`config.mk`:
```
export PLATFORM = sky130hd
export DESIGN_NAME = imem_loader_flat
export DESIGN_NICKNAME = d
export VERILOG_FILES = /design/src/rtl/imem_loader_pkg.sv /design/src/rtl/imem_loader_if.sv /design/src/rtl/imem_loader.sv /design/src/flat_wrapper.sv
export SDC_FILE = /design/constraint.sdc
export NUM_CORES = 1
export LEC_CHECK = 0
export ABC_AREA = 1
export ABC_CLOCK_PERIOD_IN_PS = 4500
export BUFFER_PORTS_ARGS = -buffer_cell sky130_fd_sc_hd__buf_2
export CAP_MARGIN = 10
export CORE_MARGIN = 3
export CORE_UTILIZATION = 55
export DETAILED_ROUTE_END_ITERATION = 10
export PLACE_DENSITY_LB_ADDON = 0.3
export RECOVER_POWER = 50
export SYNTH_ARGS = -nofsm -noshare
export SYNTH_HDL_FRONTEND = slang
export SYNTH_SLANG_ARGS = --single-unit
```
`constraint.sdc`:
```
create_clock -name clk -period 4.5 [get_ports clk]
set_input_delay 1.35 -clock clk [delete_from_list [all_inputs] [get_ports clk]]
set_output_delay 1.35 -clock clk [all_outputs]
set_load 0.05 [all_outputs]
```
`src/rtl/imem_loader_pkg.sv`:
```
`default_nettype none
// ============================================================================
// Module   : imem_loader_pkg
// Brief    : Shared SoC definitions for the IMEM image loader: state codes,
//            stream magic word and error codes.
// Revision : 1.0 - initial release
// ============================================================================
package imem_loader_pkg;

  // Loader state codes (fixed 3-bit encoding, kept stable for legacy tools)
  typedef logic [2:0] state_t;
  localparam state_t ST_IDLE  = 3'd0;
  localparam state_t ST_MAGIC = 3'd1;
  localparam state_t ST_BASE  = 3'd2;
  localparam state_t ST_LEN   = 3'd3;
  localparam state_t ST_DATA  = 3'd4;
  localparam state_t ST_CSUM  = 3'd5;
  localparam state_t ST_DONE  = 3'd6;
  localparam state_t ST_ERR   = 3'd7;

  // First word of every image stream
  localparam logic [31:0] LOADER_MAGIC = 32'hC0DE_B007;

  // Reason reported on err_code when the loader stops in ERR
  typedef enum logic [1:0] {
    ERR_MAGIC   = 2'd0,
    ERR_RANGE   = 2'd1,
    ERR_CSUM    = 2'd2,
    ERR_TIMEOUT = 2'd3
  } err_code_t;

endpackage
`default_nettype wire

```
`src/rtl/imem_loader_if.sv`:
```
`default_nettype none
// ============================================================================
// Module   : imem_loader_if
// Brief    : Image stream, IMEM write port and status signals of the loader.
//            slave = loader side, master = stream source / IMEM / CPU side.
// Revision : 1.0 - initial release
// ============================================================================
interface imem_loader_if;
  import imem_loader_pkg::*;

  logic        start;
  logic        s_vld;
  logic        s_rdy;
  logic [31:0] s_dat;
  logic        imem_cpu_rstn;
  logic        imem_we;
  logic [31:2] imem_waddr;
  logic [31:0] imem_wdat;
  logic        busy;
  logic        done;
  logic        err;
  err_code_t   err_code;

  modport slave (
    input  start, s_vld, s_dat,
    output s_rdy, imem_cpu_rstn, imem_we, imem_waddr, imem_wdat,
           busy, done, err, err_code
  );

  modport master (
    output start, s_vld, s_dat,
    input  s_rdy, imem_cpu_rstn, imem_we, imem_waddr, imem_wdat,
           busy, done, err, err_code
  );

endinterface
`default_nettype wire

```
`src/rtl/imem_loader.sv`:
```
`default_nettype none
// ============================================================================
// Module   : imem_loader
// Brief    : Receives MAGIC/BASE/LEN/data/CSUM image stream, writes the data
//            words into IMEM and holds the CPU in reset until a verified image
//            is in place.
// Revision : 1.0 - initial release
// ============================================================================
module imem_loader
  import imem_loader_pkg::*;
#(
  parameter int unsigned NUM_WORDS_IMEM = 8192,
  parameter int unsigned GAP_TIMEOUT    = 1_000_000
) (
  input  wire logic        clk,
  input  wire logic        arst,
  imem_loader_if.slave     bus
);

  // Counter width chosen so a count equal to NUM_WORDS_IMEM still fits
  localparam int unsigned c_CNT_W = $clog2(NUM_WORDS_IMEM) + 1;

  state_t               r_state;
  logic [29:0]          r_base;
  logic [c_CNT_W-1:0]   r_len;
  logic [c_CNT_W-1:0]   r_idx;
  logic [31:0]          r_sum;
  logic [31:0]          r_gap;
  logic                 r_done;
  logic                 r_err;
  err_code_t            r_err_code;

  logic                 w_busy;
  logic                 w_acc;
  logic                 w_base_bad;
  logic [32:0]          w_end;
  logic                 w_len_bad;
  logic                 w_last;
  logic                 w_gap_expired;

  // Decode of the current state and the checks applied to the incoming word
  always_comb begin
    w_busy        = (r_state == ST_MAGIC) || (r_state == ST_BASE) ||
                    (r_state == ST_LEN)   || (r_state == ST_DATA) ||
                    (r_state == ST_CSUM);
    w_acc         = bus.s_vld && w_busy;
    w_base_bad    = (bus.s_dat[1:0] != 2'b00) || (bus.s_dat[31:28] != 4'h0);
    // BASE is below 2^28 bytes, so 33 bits hold word address + any LEN
    w_end         = {3'b000, r_base} + {1'b0, bus.s_dat};
    w_len_bad     = (bus.s_dat == 32'd0) || (w_end > 33'(NUM_WORDS_IMEM));
    w_last        = (r_idx == (r_len - 1'b1));
    w_gap_expired = (r_gap == 32'(GAP_TIMEOUT - 1));
  end

  // Loader state machine, address/length capture, running checksum, gap timer
  always_ff @(posedge clk or posedge arst) begin
    if (arst) begin
      r_state    <= ST_IDLE;
      r_base     <= '0;
      r_len      <= '0;
      r_idx      <= '0;
      r_sum      <= '0;
      r_gap      <= '0;
      r_done     <= 1'b0;
      r_err      <= 1'b0;
      r_err_code <= ERR_MAGIC;
    end else if (!w_busy) begin
      // IDLE, DONE, ERR: only a start pulse does anything here
      if (bus.start) begin
        r_state    <= ST_MAGIC;
        r_idx      <= '0;
        r_sum      <= '0;
        r_gap      <= '0;
        r_done     <= 1'b0;
        r_err      <= 1'b0;
        r_err_code <= ERR_MAGIC;
      end
    end else if (w_acc) begin
      // An accepted word always wins over a simultaneous timeout
      r_gap <= '0;
      case (r_state)
        ST_MAGIC: begin
          if (bus.s_dat != LOADER_MAGIC) begin
            r_state    <= ST_ERR;
            r_err      <= 1'b1;
            r_err_code <= ERR_MAGIC;
          end else begin
            r_state <= ST_BASE;
          end
        end
        ST_BASE: begin
          if (w_base_bad) begin
            r_state    <= ST_ERR;
            r_err      <= 1'b1;
            r_err_code <= ERR_RANGE;
          end else begin
            r_base  <= bus.s_dat[31:2];
            r_state <= ST_LEN;
          end
        end
        ST_LEN: begin
          // Range is fully validated here so no partial write ever happens
          if (w_len_bad) begin
            r_state    <= ST_ERR;
            r_err      <= 1'b1;
            r_err_code <= ERR_RANGE;
          end else begin
            r_len   <= bus.s_dat[c_CNT_W-1:0];
            r_state <= ST_DATA;
          end
        end
        ST_DATA: begin
          r_sum <= r_sum + bus.s_dat;
          r_idx <= r_idx + 1'b1;
          if (w_last) begin
            r_state <= ST_CSUM;
          end
        end
        ST_CSUM: begin
          if (bus.s_dat == r_sum) begin
            r_state <= ST_DONE;
            r_done  <= 1'b1;
          end else begin
            r_state    <= ST_ERR;
            r_err      <= 1'b1;
            r_err_code <= ERR_CSUM;
          end
        end
        default: r_state <= ST_IDLE;
      endcase
    end else if (w_gap_expired) begin
      r_state    <= ST_ERR;
      r_err      <= 1'b1;
      r_err_code <= ERR_TIMEOUT;
    end else begin
      r_gap <= r_gap + 1'b1;
    end
  end

  // Outputs: handshake and IMEM write are combinational so a word is written
  // in the same cycle it is accepted; CPU runs only in IDLE and DONE
  always_comb begin
    bus.s_rdy         = w_busy;
    bus.busy          = w_busy;
    bus.imem_cpu_rstn = (r_state == ST_IDLE) || (r_state == ST_DONE);
    bus.imem_we       = (r_state == ST_DATA) && bus.s_vld;
    bus.imem_waddr    = r_base + 30'(r_idx);
    bus.imem_wdat     = bus.s_dat;
    bus.done          = r_done;
    bus.err           = r_err;
    bus.err_code      = r_err_code;
  end

endmodule
`default_nettype wire

```
`src/flat_wrapper.sv`:
```
// flat-port wrapper written by rule: the top's interface ports become plain ports
module imem_loader_flat import imem_loader_pkg::*;
#(
  parameter int unsigned NUM_WORDS_IMEM = 8192,
  parameter int unsigned GAP_TIMEOUT    = 1_000_000
)
  (clk, arst, bus_start, bus_s_vld, bus_s_dat, bus_s_rdy, bus_imem_cpu_rstn, bus_imem_we, bus_imem_waddr, bus_imem_wdat, bus_busy, bus_done, bus_err, bus_err_code);
  imem_loader_if bus_i ();
  input  wire logic clk;
  input  wire logic arst;
  input wire logic [$bits(bus_i.start)-1:0] bus_start;
  input wire logic [$bits(bus_i.s_vld)-1:0] bus_s_vld;
  input wire logic [$bits(bus_i.s_dat)-1:0] bus_s_dat;
  output wire logic [$bits(bus_i.s_rdy)-1:0] bus_s_rdy;
  output wire logic [$bits(bus_i.imem_cpu_rstn)-1:0] bus_imem_cpu_rstn;
  output wire logic [$bits(bus_i.imem_we)-1:0] bus_imem_we;
  output wire logic [$bits(bus_i.imem_waddr)-1:0] bus_imem_waddr;
  output wire logic [$bits(bus_i.imem_wdat)-1:0] bus_imem_wdat;
  output wire logic [$bits(bus_i.busy)-1:0] bus_busy;
  output wire logic [$bits(bus_i.done)-1:0] bus_done;
  output wire logic [$bits(bus_i.err)-1:0] bus_err;
  output wire logic [$bits(bus_i.err_code)-1:0] bus_err_code;
  assign bus_i.start = bus_start;
  assign bus_i.s_vld = bus_s_vld;
  assign bus_i.s_dat = bus_s_dat;
  assign bus_s_rdy = bus_i.s_rdy;
  assign bus_imem_cpu_rstn = bus_i.imem_cpu_rstn;
  assign bus_imem_we = bus_i.imem_we;
  assign bus_imem_waddr = bus_i.imem_waddr;
  assign bus_imem_wdat = bus_i.imem_wdat;
  assign bus_busy = bus_i.busy;
  assign bus_done = bus_i.done;
  assign bus_err = bus_i.err;
  assign bus_err_code = bus_i.err_code;
  imem_loader #(.NUM_WORDS_IMEM(NUM_WORDS_IMEM), .GAP_TIMEOUT(GAP_TIMEOUT)) u_core (.clk(clk), .arst(arst), .bus(bus_i));
endmodule
```
# Word level (Yosys, flattened, before mapping)

Index checks and enable logic that the tools add are counted.

Register bits after elaboration: 129
Output and inout port bits: 70
Word-level logic and storage cells: 104

Add/subtract/negate cells: 6
Magnitude comparators: 1
Equal/unequal tests: 22
Multiplexer cells: 43
Bitwise gates (word level): 2
Reduce and logical (&&, ||, !) cells: 21

Operators by type and width:

| kind                  | number |
|---|---|
| $mux 32               | 7 |
| $mux 14               | 4 |
| $add 30x32->33        | 1 |
| $gt 33x14->1 const B  | 1 |
| $add 32x1->32 const B | 1 |
| $add 32x32->32        | 1 |
| $eq 32x20->1 const B  | 1 |
| $eq 32x32->1          | 1 |
| $logic_not 32->1      | 1 |
| $ne 32x32->1 const B  | 1 |
| $add 30x14->30        | 1 |
| $mux 3                | 7 |
| $ne 4x4->1 const B    | 5 |
| $mux 2                | 9 |
| $pmux 3 s5            | 1 |
| $add 14x1->14 const B | 1 |
| $eq 14x14->1          | 1 |
| $sub 14x1->14 const B | 1 |
| $mux 1                | 13 |
| $reduce_and 4->1      | 3 |
| $eq 3x3->1 const B    | 3 |
| $ne 2x1->1 const B    | 4 |
| $pmux 2 s4            | 1 |
| $logic_or 1x1->1      | 7 |
| other kinds (14)      | 19 |

# Longest topological paths before layout

Gate-level depths: netlist of the first run.

Depth after elaboration: 8
Depth in mapped cells: 21
Mapped depth without buffers: 21

# Worst setup path after synthesis of the first run

Ideal clock, no wire load.

Path kind: register -> output
Start point: register u_core.r_idx[0]
End point: output bus_imem_waddr[22]
Arrival time: 3.092 ns
Required time: 3.150 ns
Slack: 0.058 ns
Stages on the path, launching flop included: 16
Path buffers: 0
Cells stage by stage: dfrtp_1 -> ha_1 -> inv_1 -> fa_1 -> inv_1 -> nand3_1 -> nand2_1 -> a21oi_1 -> o21ai_1 -> a21boi_0 -> o21ai_1 -> a21boi_1 -> nor2_1 -> nand2_1 -> nor2_1 -> xor2_1

Cells in the longest elaborated chain, start to end: 1

RTL lines:

| what                   | line               | RTL |
|---|---|---|
| start, declared        | imem_loader.sv:26  | `logic [c_CNT_W-1:0] r_idx;` |
| start signal, assigned | imem_loader.sv:114 | `r_idx <= r_idx + 1'b1;` |
| $add 30x14->30         | imem_loader.sv:147 | `bus.imem_waddr = r_base + 30'(r_idx);` |
| end, declared          | flat_wrapper.sv:17 | `output wire logic [$bits(bus_i.imem_waddr)-1:0] bus_imem_waddr;` |

No other way between the ends.

# Final worst setup path of the first run

Start point: register u_core.r_base[0]
End point: output bus_imem_waddr[24]

Cells in the longest elaborated chain, start to end: 1

RTL lines:

| what                   | line               | RTL |
|---|---|---|
| start, declared        | imem_loader.sv:24  | `logic [29:0] r_base;` |
| start signal, assigned | imem_loader.sv:97  | `r_base <= bus.s_dat[31:2];` |
| $add 30x14->30         | imem_loader.sv:147 |  |

No other way between the ends.

==> results.yml, run 1 <==
sta:
  maxSlewHeadroom: -0.270
  finalMaxSlewViolations: 104
  fin_crit_ns: 4.46
  rsz0062_at_grt: "true"
  skew_ns: 0.0119
  fin_crit_sh: 0.990
  worst_hold_slack_ns: 0.487
  fmax_mhz: 224
  setup_ws_ns: 0.0441
  setup_viol: 0
  hold_violations: 0
  worst_slew_pin_slew_ns: 1.90
finish:
  antenna_cells: 0
  final_layout_size_suffix_gt1_frac: 0.113
  area_growth_pct: 12.3
  nets: 1976
  fillCellCount: 1885
pwr:
  power.switching_uw: 2620
  seq_power_share: 0.272
  swShare: 0.479
  leakagePower_uw: 0.00669
  peakVddDrop_v: 0.000293
  comb_power_share: 0.479
  p_clk_frac: 0.249
  internal_power_uw: 2850
  power_density_nw_per_um2: 421
synth:
  avgSynthCellArea_um2: 6.58
  ys_seq_area_frac: 0.279
  syn_area_um2: 11600
  synth_top_flop_cell: "dfrtp_1"
  ys_warn_count: 0
  synthArstFlopShare: 1.00
  ys_ff_latch: 129
  synth-edff-count: 0
  synthesis.nets: 1876
  synthCells: 1759
  yosysUniqueCellTypes: 55
clock_network:
  clockBufferDepth: 2
  cts_made_buffers: 17
  clkSlewWorstSetupHoldPaths_ns: 0.07
  h-tree-depth: 4
  clk_latency_ns: 0.43
  cts_sinks: 129
  tritoncts: "done"
  clock-root-buffer: "clkbuf_16"
  holdBufCountCts: 0
floorplanning:
  die_h_um: 151
  io_pins: 106
  initial_core_util: 0.567
  fp-row-count: 52
  die_area_um2: 22800
  die_width_um: 151
  core_um2: 20400
place:
  routabilityCongestion: 0.994
  hpwlAfterDp_um: 28600
  port_buffers: 105
  place_ws_ns: -0.0277
global_routing:
  grtUsageTotal: 0.320
  antenna_found_initial: 0
  grt_overflow: 0
  grt_max_degree: 67
  grt_pass1_wl_um: 57200
  grt_pass1_vias: 11100
worst_hold_path:
  min_path_type: "register to register"
critical_path:
  crit_arrival_ns: 3.11
  path_class: "register to output port"
  worst_setup_path_end_kind: "output port"
  worstSetupStartpointType: "register"
  cp_max_fo: 4
  cp.required_ns: 3.15
route:
  vias_per_cell: 5.68
  drc_errors: 0
  final_antenna_net_count: 0
  totalWireLength_um: 36800
  wl_per_cell_um: 17.2
  firstDrtPassIters: 8
  vias: 12200
  drtIter0Drc: 1005
run_status:
  failed_checks: "max-capacitance violations, max-slew violations"
  status: "finished, violations left"
job:
  maxCapViolCount: 2
routing by layer:
metal | up-vias | wire length (um) | track usage
met4 | 0 | 1340 | 0.127
met3 | 97 | 3060 | 0.0745
li1 | 5951 | - | -
met2 | 478 | 16300 | 0.494
met1 | 5644 | 16100 | 0.435
met5 | - | 0 | 0
cell usage in the layout, fill, tap and decap left out, types with 5 or more instances in the layout:
master	n
nor2_1	178
nor3_1	46
o21ai_1	11
ha_1	74
nor4_1	22
nand3b_1	6
xnor2_1	22
clkbuf_1	8
buf_2	91
nand4_1	36
nand2_2	9
nand2_1	490
o21ai_0	107
a21oi_1	118
xor2_1	53
dfrtp_1	129
o21ai_2	5
o32ai_1	8
clkbuf_16	17
inv_1	233
nor2_4	5
inv_6	5
buf_4	35
nand3_1	78
final cells by class:
cell class                      instances  area, um^2  share of cell area
Clock buffer                           17         425              0.0327
Clock inverter                         15         141              0.0109
Inverter                              237         891              0.0685
Multi-Input combinational cell       1338        7210               0.555
Sequential cell                       129        3230               0.248
Tap cell                              270         338              0.0260
Timing Repair Buffer                  136         758              0.0583
per-stage QoR:
step	instances	area (um^2)	TNS, ns	power (uW)	util
after floorplan	1759	11600	0	3460	-
after global placement	2100	12300	0	4050	0.601
after detailed placement	2100	12300	-0.0393	4090	0.601
after CTS	2135	12900	0	5470	0.633
after global routing	2142	13000	-0.576	5820	0.636
final	2142	13000	0	5470	0.636
cells in the mapped netlist (17+ instances only):
cell / number / area, um^2
a21oi_1: 119 / 596
buf_4: 34 / 255
clkbuf_1: 17 / 63.8
dfrtp_1: 129 / 3230
ha_1: 78 / 976
inv_1: 234 / 878
nand2_1: 493 / 1850
nand3_1: 80 / 400
nand4_1: 36 / 225
nor2_1: 182 / 683
nor3_1: 46 / 230
nor4_1: 22 / 138
o21ai_0: 107 / 536
xnor2_1: 22 / 193
xor2_1: 53 / 464
power groups by stage:
| stage | registers (uW) | logic [uW] | clock network (uW) |
|---|---|---|---|
| 4_1_cts | 1480 | 2620 | 1380 |
| 2_1_floorplan | 1510 | 1950 | 0 |
| 6_report | 1490 | 2620 | 1360 |
| 3_5_place_dp | 1500 | 2590 | 0 |
| 3_3_place_gp | 1490 | 2550 | 0 |
| 5_1_grt | 1510 | 2900 | 1420 |
registers in the layout (all words and copies together), names as in the netlist:
name and flops:
u_core.r_gap 32, u_core.r_sum 32, u_core.r_base 30, u_core.r_idx 14, u_core.r_len 14, u_core.r_state 3, u_core.bus.err_code 2, u_core.bus.done 1
u_core.bus.err 1
final timing paths:
kind                            cells after the start                      endpoint  slack, ns                          start
min in group asynchronous                           2   u_core.r_sum[4]$_DFFE_PP0P_       1.20                           arst
worst max register to register                     14    u_core.bus.err$_DFFE_PP0P_       0.29  u_core.r_state[1]$_DFFE_PP0P_
worst max-delay path                               17            bus_imem_waddr[24]       0.04   u_core.r_base[0]$_DFFE_PP0P_
worst min-delay path                                2  u_core.r_sum[23]$_DFFE_PP0P_       0.49   u_core.r_sum[23]$_DFFE_PP0P_
worst min register to register                      2  u_core.r_sum[23]$_DFFE_PP0P_       0.49   u_core.r_sum[23]$_DFFE_PP0P_
max in group asynchronous                           3  u_core.r_gap[15]$_DFFE_PP0P_       0.98                           arst
what timing repair did:
item / 4_1_cts / 5_1_grt
setup buffers: 3 / 7
resized for setup: 24 / 20
pin swaps: 4 / 17
setup endpoints to repair: 13 / 13
gates cloned: 0 / 0
kinds of logic after synthesis:
family                   Yosys count  share of synthesized area
AO/OA/AOI/OAI                    289                      0.139
flip-flops                       129                      0.279
adder cells (fa/ha/maj)           81                     0.0895
buffers and inverters            292                      0.107
XOR/XNOR                          75                     0.0567
AND/OR/NAND/NOR                  893                      0.329
critical path, stage by stage, from the launching register on:
cell and delay [ns]:
dfrtp_1 0.37, ha_2 0.20, inv_2 0.04, fa_2 0.37, inv_2 0.07, nand3_2 0.05
nand2_2 0.11, a21oi_4 0.08, o21ai_4 0.18, a21boi_2 0.10, o21ai_2 0.16, a21boi_2 0.08
nor2_1 0.11, buf_4 0.17, nand2_8 0.08, nor2_4 0.13, xor2_1 0.15, buf_4 0.22
(Power assumes the default switching activity.)
==> run 2, diff against run 1 <==
- CORE_MARGIN: 3 -> 8
- GPL_TIMING_DRIVEN: not set -> 0
==> run 2 against run 1 <==
  * The flow still finishes with violations (max-capacitance violations, max-slew violations)
  * Register-to-register slack better by 0.65 ns
  * Largest cell class unchanged
  * Total power increased by 2.1%
  * Clock skew shrank 0.0015 ns
  * First-iteration DRC count decreased by 12%
==> results.yml, run 2 (synthesis gave the netlist of run 1 again) <==
run_status:
  status: "finished, violations left"
  failed_checks: "max-capacitance violations, max-slew violations"
finish:
  final_core_util: 0.641
  final_layout_size_suffix_gt1_frac: 0.125
  final_common_cell: "nand2_1"
  reg_top3: "u_core.r_gap (32), u_core.r_sum (32), u_core.r_base (30)"
  fillCellCount: 2015
  antenna_cells: 0
  area_growth_pct: 15.3
  nets: 2021
  layout_common_cells: "nand2_1, inv_1, nor2_1"
sta:
  maxSlewHeadroom: -0.278
  finalMaxSlewViolations: 64
  worst_slew_pin_slew_ns: 1.92
  fmax_mhz: 224
  skew_ns: 0.0104
  setup_viol: 0
  fin_crit_sh: 0.993
  rsz0062_at_grt: "true"
  final.setup.tns_ns: 0
  worst_hold_slack_ns: 0.483
  hold_violations: 0
  fin_crit_ns: 4.47
clock_network:
  holdBufCountCts: 0
  tritoncts: "done"
  clk_latency_ns: 0.43
  h-tree-depth: 4
  clkSlewWorstSetupHoldPaths_ns: 0.06
  clockBufferDepth: 2
  cts_sinks: 129
  cts_made_buffers: 17
  clock-root-buffer: "clkbuf_16"
global_routing:
  grtUsageTotal: 0.285
  grt_max_degree: 43
  grt_overflow: 0
  grt_pass1_wl_um: 60200
  antenna_found_initial: 0
  grt_pass1_vias: 11900
pwr:
  peakVddDrop_v: 0.000293
  comb_power_share: 0.474
  swShare: 0.453
  leakagePower_uw: 0.00684
  seq_power_share: 0.267
  p_clk_frac: 0.260
  power.switching_uw: 2530
  power_uw: 5580
  power_density_nw_per_um2: 418
  internal_power_uw: 3050
route:
  vias: 12300
  drtIter0Drc: 881
  totalWireLength_um: 37000
  drc_errors: 0
  wl_per_cell_um: 16.9
  final_antenna_net_count: 0
  firstDrtPassIters: 6
  vias_per_cell: 5.60
floorplanning:
  fp-row-count: 53
  die_h_um: 161
  die_width_um: 161
  die_area_um2: 25900
  core_um2: 20800
  initial_core_util: 0.556
  io_pins: 106
place:
  routabilityCongestion: 0.970
  port_buffers: 105
  hpwlAfterDp_um: 29600
critical_path:
  cp_max_fo: 4
  worstSetupStartpointType: "register"
  crit_arrival_ns: 3.12
  cp.required_ns: 3.15
  worst_setup_path_end_kind: "output port"
  path_class: "register to output port"
  r2r_cells: 22
worst_hold_path:
  min_path_type: "register to register"
  hold_depth: 2
job:
  maxCapViolCount: 2
[run 2: changes by cell type in the layout (fill, tap and decap cells not counted), moves of 4 or more]
cell / change
buf_4: +24
clkinvlp_4: +4
buf_6: +5
clkbuf_1: +18
inv_6: -4
[run 2: critical path, cell delays in order, from the launching register on]
cell and delay, ns:
dfrtp_1 0.41, ha_2 0.21, inv_2 0.04, fa_2 0.36, inv_2 0.06, nand3_2 0.06, nand2_2 0.10, a21oi_4 0.08
o21ai_4 0.18, a21boi_4 0.09, o21ai_4 0.18, a21boi_2 0.11, nor2_4 0.17, nand2_2 0.13, nor2_1 0.14, xor2_1 0.15
buf_4 0.21
[run 2: cell type report]
cell class / count / area [um^2] / area share
timing repair buffer: 126 / 713 / 0.0535
tap: 275 / 344 / 0.0258
inverter: 237 / 891 / 0.0668
multi-input combinational: 1338 / 7210 / 0.540
clock inverter: 12 / 159 / 0.0119
sequential: 129 / 3230 / 0.242
clock buffer: 19 / 453 / 0.0339
buffer: 55 / 344 / 0.0258
[run 2: timing repair]
item                       CTS  global route
resized for setup           31            21
pin swaps                    6            13
setup endpoints to repair   13            14
setup buffers               12             7
[run 2: metrics by stage]
step / cells / instance area [um^2] / worst slack, ns
2_1_floorplan: 1759 / 11600 / 0.0581
3_3_place_gp: 2139 / 12400 / -0.333
3_5_place_dp: 2142 / 12500 / -0.392
4_1_cts: 2185 / 13300 / -0.0239
5_1_grt: 2191 / 13300 / -0.0836
6_report: 2191 / 13300 / 0.0324
[run 2: power groups by stage]
stage | combinational, uW | sequential (uW) | clock, uW
CTS | 2650 | 1480 | 1460
global route | 2950 | 1510 | 1510
global placement | 2570 | 1500 | 0
floorplan | 1950 | 1510 | 0
finish | 2640 | 1490 | 1450
detailed placement | 2610 | 1500 | 0
[run 2: final timing paths]
| path | startpoint | to | slack, ns |
|---|---|---|---|
| setup / recovery | u_core.r_base[0]$_DFFE_PP0P_ | bus_imem_waddr[24] | 0.03 |
| hold / removal | u_core.r_sum[20]$_DFFE_PP0P_ | u_core.r_sum[20]$_DFFE_PP0P_ | 0.48 |
| max in group asynchronous | arst | u_core.r_base[1]$_DFFE_PP0P_ | 0.51 |
| setup reg to reg | u_core.r_base[0]$_DFFE_PP0P_ | u_core.r_len[3]$_DFFE_PP0P_ | 0.94 |
| min in group asynchronous | arst | u_core.r_sum[5]$_DFFE_PP0P_ | 1.17 |
| hold reg to reg | u_core.r_sum[20]$_DFFE_PP0P_ | u_core.r_sum[20]$_DFFE_PP0P_ | 0.48 |
[run 2: per-layer routing]
| metal | share of wire | GRT usage | wire, um |
|---|---|---|---|
| met1 | 0.43 | 0.370 | 16000 |
| met5 | 0 | 0 | 0 |
| met2 | 0.46 | 0.471 | 17100 |
| met4 | 0.029 | 0.0960 | 1060 |
| met3 | 0.077 | 0.0527 | 2830 |
==> run 3, diff against run 2 <==
- CELL_PAD_IN_SITES_DETAIL_PLACEMENT: not set -> 1
- CELL_PAD_IN_SITES_GLOBAL_PLACEMENT: not set -> 2
- CORE_UTILIZATION: 55 -> 31
- CTS_CLUSTER_DIAMETER: not set -> 150
- RECOVER_POWER: 50 -> 25
==> run 3 against run 2 <==
  * Routed wire length rose by 19%
  * Utilization decreased by 27 points
  * Combinational power rose by 6%
  * Cell count grew 9.0%
  * Global-route usage fell by 8.2 points
  * Total power rose by 2.1%
  * The run still ends with max-capacitance violations, max-slew violations left
  * Worst hold slack lost 0.00092 ns
  * Die area grew 69%
  * Worst setup slack got worse by 0.0036 ns
  * Highest routed layer unchanged
==> results.yml, run 3 (synthesis gave the netlist of run 1 again) <==
global_routing:
  grtUsageTotal: 0.203
  grt_pass1_vias: 12600
  antenna_found_initial: 0
  grt_pass1_wl_um: 70600
  grt_overflow: 0
  grt_max_degree: 36
finish:
  reg_top3: "u_core.r_gap (32), u_core.r_sum (32), u_core.r_base (30)"
  layout_common_cells: "nand2_1, inv_1, nor2_1"
  nets: 2025
  antenna_cells: 0
  final_layout_size_suffix_gt1_frac: 0.138
  fillCellCount: 4705
  final_area_um2: 13700
  final_core_util: 0.374
  final_common_cell: "nand2_1"
  area_growth_pct: 18.4
  finalNonFillerCells: 2389
pwr:
  comb_power_share: 0.493
  leakagePower_uw: 0.00696
  internal_power_uw: 3030
  p_clk_frac: 0.246
  power_density_nw_per_um2: 416
  swShare: 0.468
  peakVddDrop_v: 0.000282
  power.switching_uw: 2670
  seq_power_share: 0.261
route:
  final_antenna_net_count: 0
  vias_per_cell: 5.05
  firstDrtPassIters: 5
  drtIter0Drc: 604
  vias: 12100
  drc_errors: 0
  totalWireLength_um: 43900
  wl_per_cell_um: 18.4
clock_network:
  cts_made_buffers: 17
  clock-root-buffer: "clkbuf_16"
  cts_sinks: 129
  clk_latency_ns: 0.45
  tritoncts: "done"
  clockBufferDepth: 2
  holdBufCountCts: 0
  h-tree-depth: 4
  clkSlewWorstSetupHoldPaths_ns: 0.06
sta:
  fin_crit_ns: 4.47
  maxSlewHeadroom: -0.00568
  rsz0062_at_grt: "true"
  finalMaxSlewViolations: 28
  final.setup.tns_ns: 0
  worst_slew_pin_slew_ns: 1.51
  setup_viol: 0
  skew_ns: 0.00952
  fin_crit_sh: 0.994
  hold_violations: 0
  fmax_mhz: 224
critical_path:
  crit_arrival_ns: 3.12
  timing.rr.end: "u_core.r_len[0]$_DFFE_PP0P_"
  worst_path_largest_cell_delay_ns: 0.41
  cp_top_family: "simple AND/OR/NAND/NOR gates"
  worstSetupStartpointType: "register"
  path_class: "register to output port"
  cp.required_ns: 3.15
  ff2ff_setup_slack_ns: 0.86
  cp_max_fo: 4
  path_cells: "ha_2 > inv_2 > fa_2 > inv_2 > nand3_2 > nand2_4 > a21oi_4 > o21ai_4 > a21boi_2 > o21ai_2 > a21boi_4 > nor2_4 > nand2_4 > nor2_4 > xor2_1 > buf_4"
  r2r_cells: 21
  timing.rr.start: "u_core.r_base[0]$_DFFE_PP0P_"
  cp_slowest_cell: "dfrtp_1"
  worst_setup_path_end_kind: "output port"
  critPathBufInv: 3
floorplanning:
  io_pins: 106
  core_um2: 36700
  initial_core_util: 0.315
  die_area_um2: 43800
  fp-row-count: 70
  die_h_um: 209
  die_width_um: 209
worst_hold_path:
  hold_start: "u_core.bus.err$_DFFE_PP0P_"
  min_path_type: "register to register"
  hold_depth: 2
  holdPathEnd: "u_core.bus.err$_DFFE_PP0P_"
run_status:
  status: "finished, violations left"
  failed_checks: "max-capacitance violations, max-slew violations"
place:
  hpwlAfterDp_um: 36500
  dp.cells: 2336
  port_buffers: 105
  place_area_um2: 12800
  routabilityCongestion: 0.880
job:
  maxCapViolCount: 1
## run 3: routing by layer
metal  vias up  GRT usage  wire, um
li1       6025          -         -
met1      5845      0.281     22000
met5         -          0         0
met3        30     0.0292      1280
met4         0     0.0428       491
met2       159      0.332     20200
## run 3: area by class of cell
cell class / count / area, um^2 / share of cell area
multi-input cells: 1338 / 7320 / 0.534
clock inverters: 9 / 108 / 0.00785
repair buffers: 130 / 756 / 0.0551
inverters: 237 / 891 / 0.0650
flip-flops and latches: 129 / 3230 / 0.236
plain buffers: 55 / 345 / 0.0252
clock buffers: 23 / 468 / 0.0341
well taps: 468 / 586 / 0.0427
## run 3: worst max-delay path by stage
stage                                      start                 end  slack [ns]  depth (start not counted)
global placement    u_core.r_base[0]$_DFFE_PP0P_  bus_imem_waddr[24]       -0.53                         16
finish              u_core.r_base[0]$_DFFE_PP0P_  bus_imem_waddr[28]        0.03                         16
floorplan            u_core.r_idx[0]$_DFFE_PP0P_  bus_imem_waddr[22]        0.06                         15
global route        u_core.r_base[0]$_DFFE_PP0P_  bus_imem_waddr[22]       -0.13                         16
detailed placement  u_core.r_base[0]$_DFFE_PP0P_  bus_imem_waddr[28]       -0.58                         16
CTS                 u_core.r_base[0]$_DFFE_PP0P_  bus_imem_waddr[24]       -0.12                         16
## run 3: power by group through the flow
stage | Sequential, uW | Combinational, uW | Clock, uW
2_1_floorplan | 1510 | 1950 | 0
3_3_place_gp | 1500 | 2710 | 0
3_5_place_dp | 1510 | 2770 | 0
4_1_cts | 1490 | 2820 | 1440
5_1_grt | 1510 | 3160 | 1480
6_report | 1490 | 2810 | 1400
## run 3: worst register-to-register path, cell delays in order (launching register included)
cell     delay (ns)
dfrtp_1        0.42
buf_4          0.16
ha_1           0.22
fa_1           0.48
nand3_1        0.12
nand3_1        0.16
nand2_1        0.10
nand2_1        0.10
nand2_1        0.08
nand3_1        0.14
nand2_1        0.13
nand2_1        0.06
inv_1          0.05
nand3_1        0.05
nor2_1         0.09
nand2_1        0.06
nor2_1         0.26
nand3_1        0.24
buf_2          0.28
buf_6          0.19
nand2_1        0.06
o21ai_1        0.06
## run 3: metrics by stage
| step | hold WS (ns) | total power, uW | worst slack (ns) |
|---|---|---|---|
| after floorplan | 0.453 | 3460 | 0.0581 |
| after global placement | 0.468 | 4210 | -0.530 |
| after detailed placement | 0.469 | 4280 | -0.576 |
| after CTS | 0.485 | 5750 | -0.123 |
| after global routing | 0.522 | 6160 | -0.129 |
| final | 0.482 | 5700 | 0.0288 |
## run 3: what timing repair did
item	in CTS	in global routing
resized for setup	54	9
setup endpoints to repair	17	16
pin swaps	13	16
buffers inserted	12	9
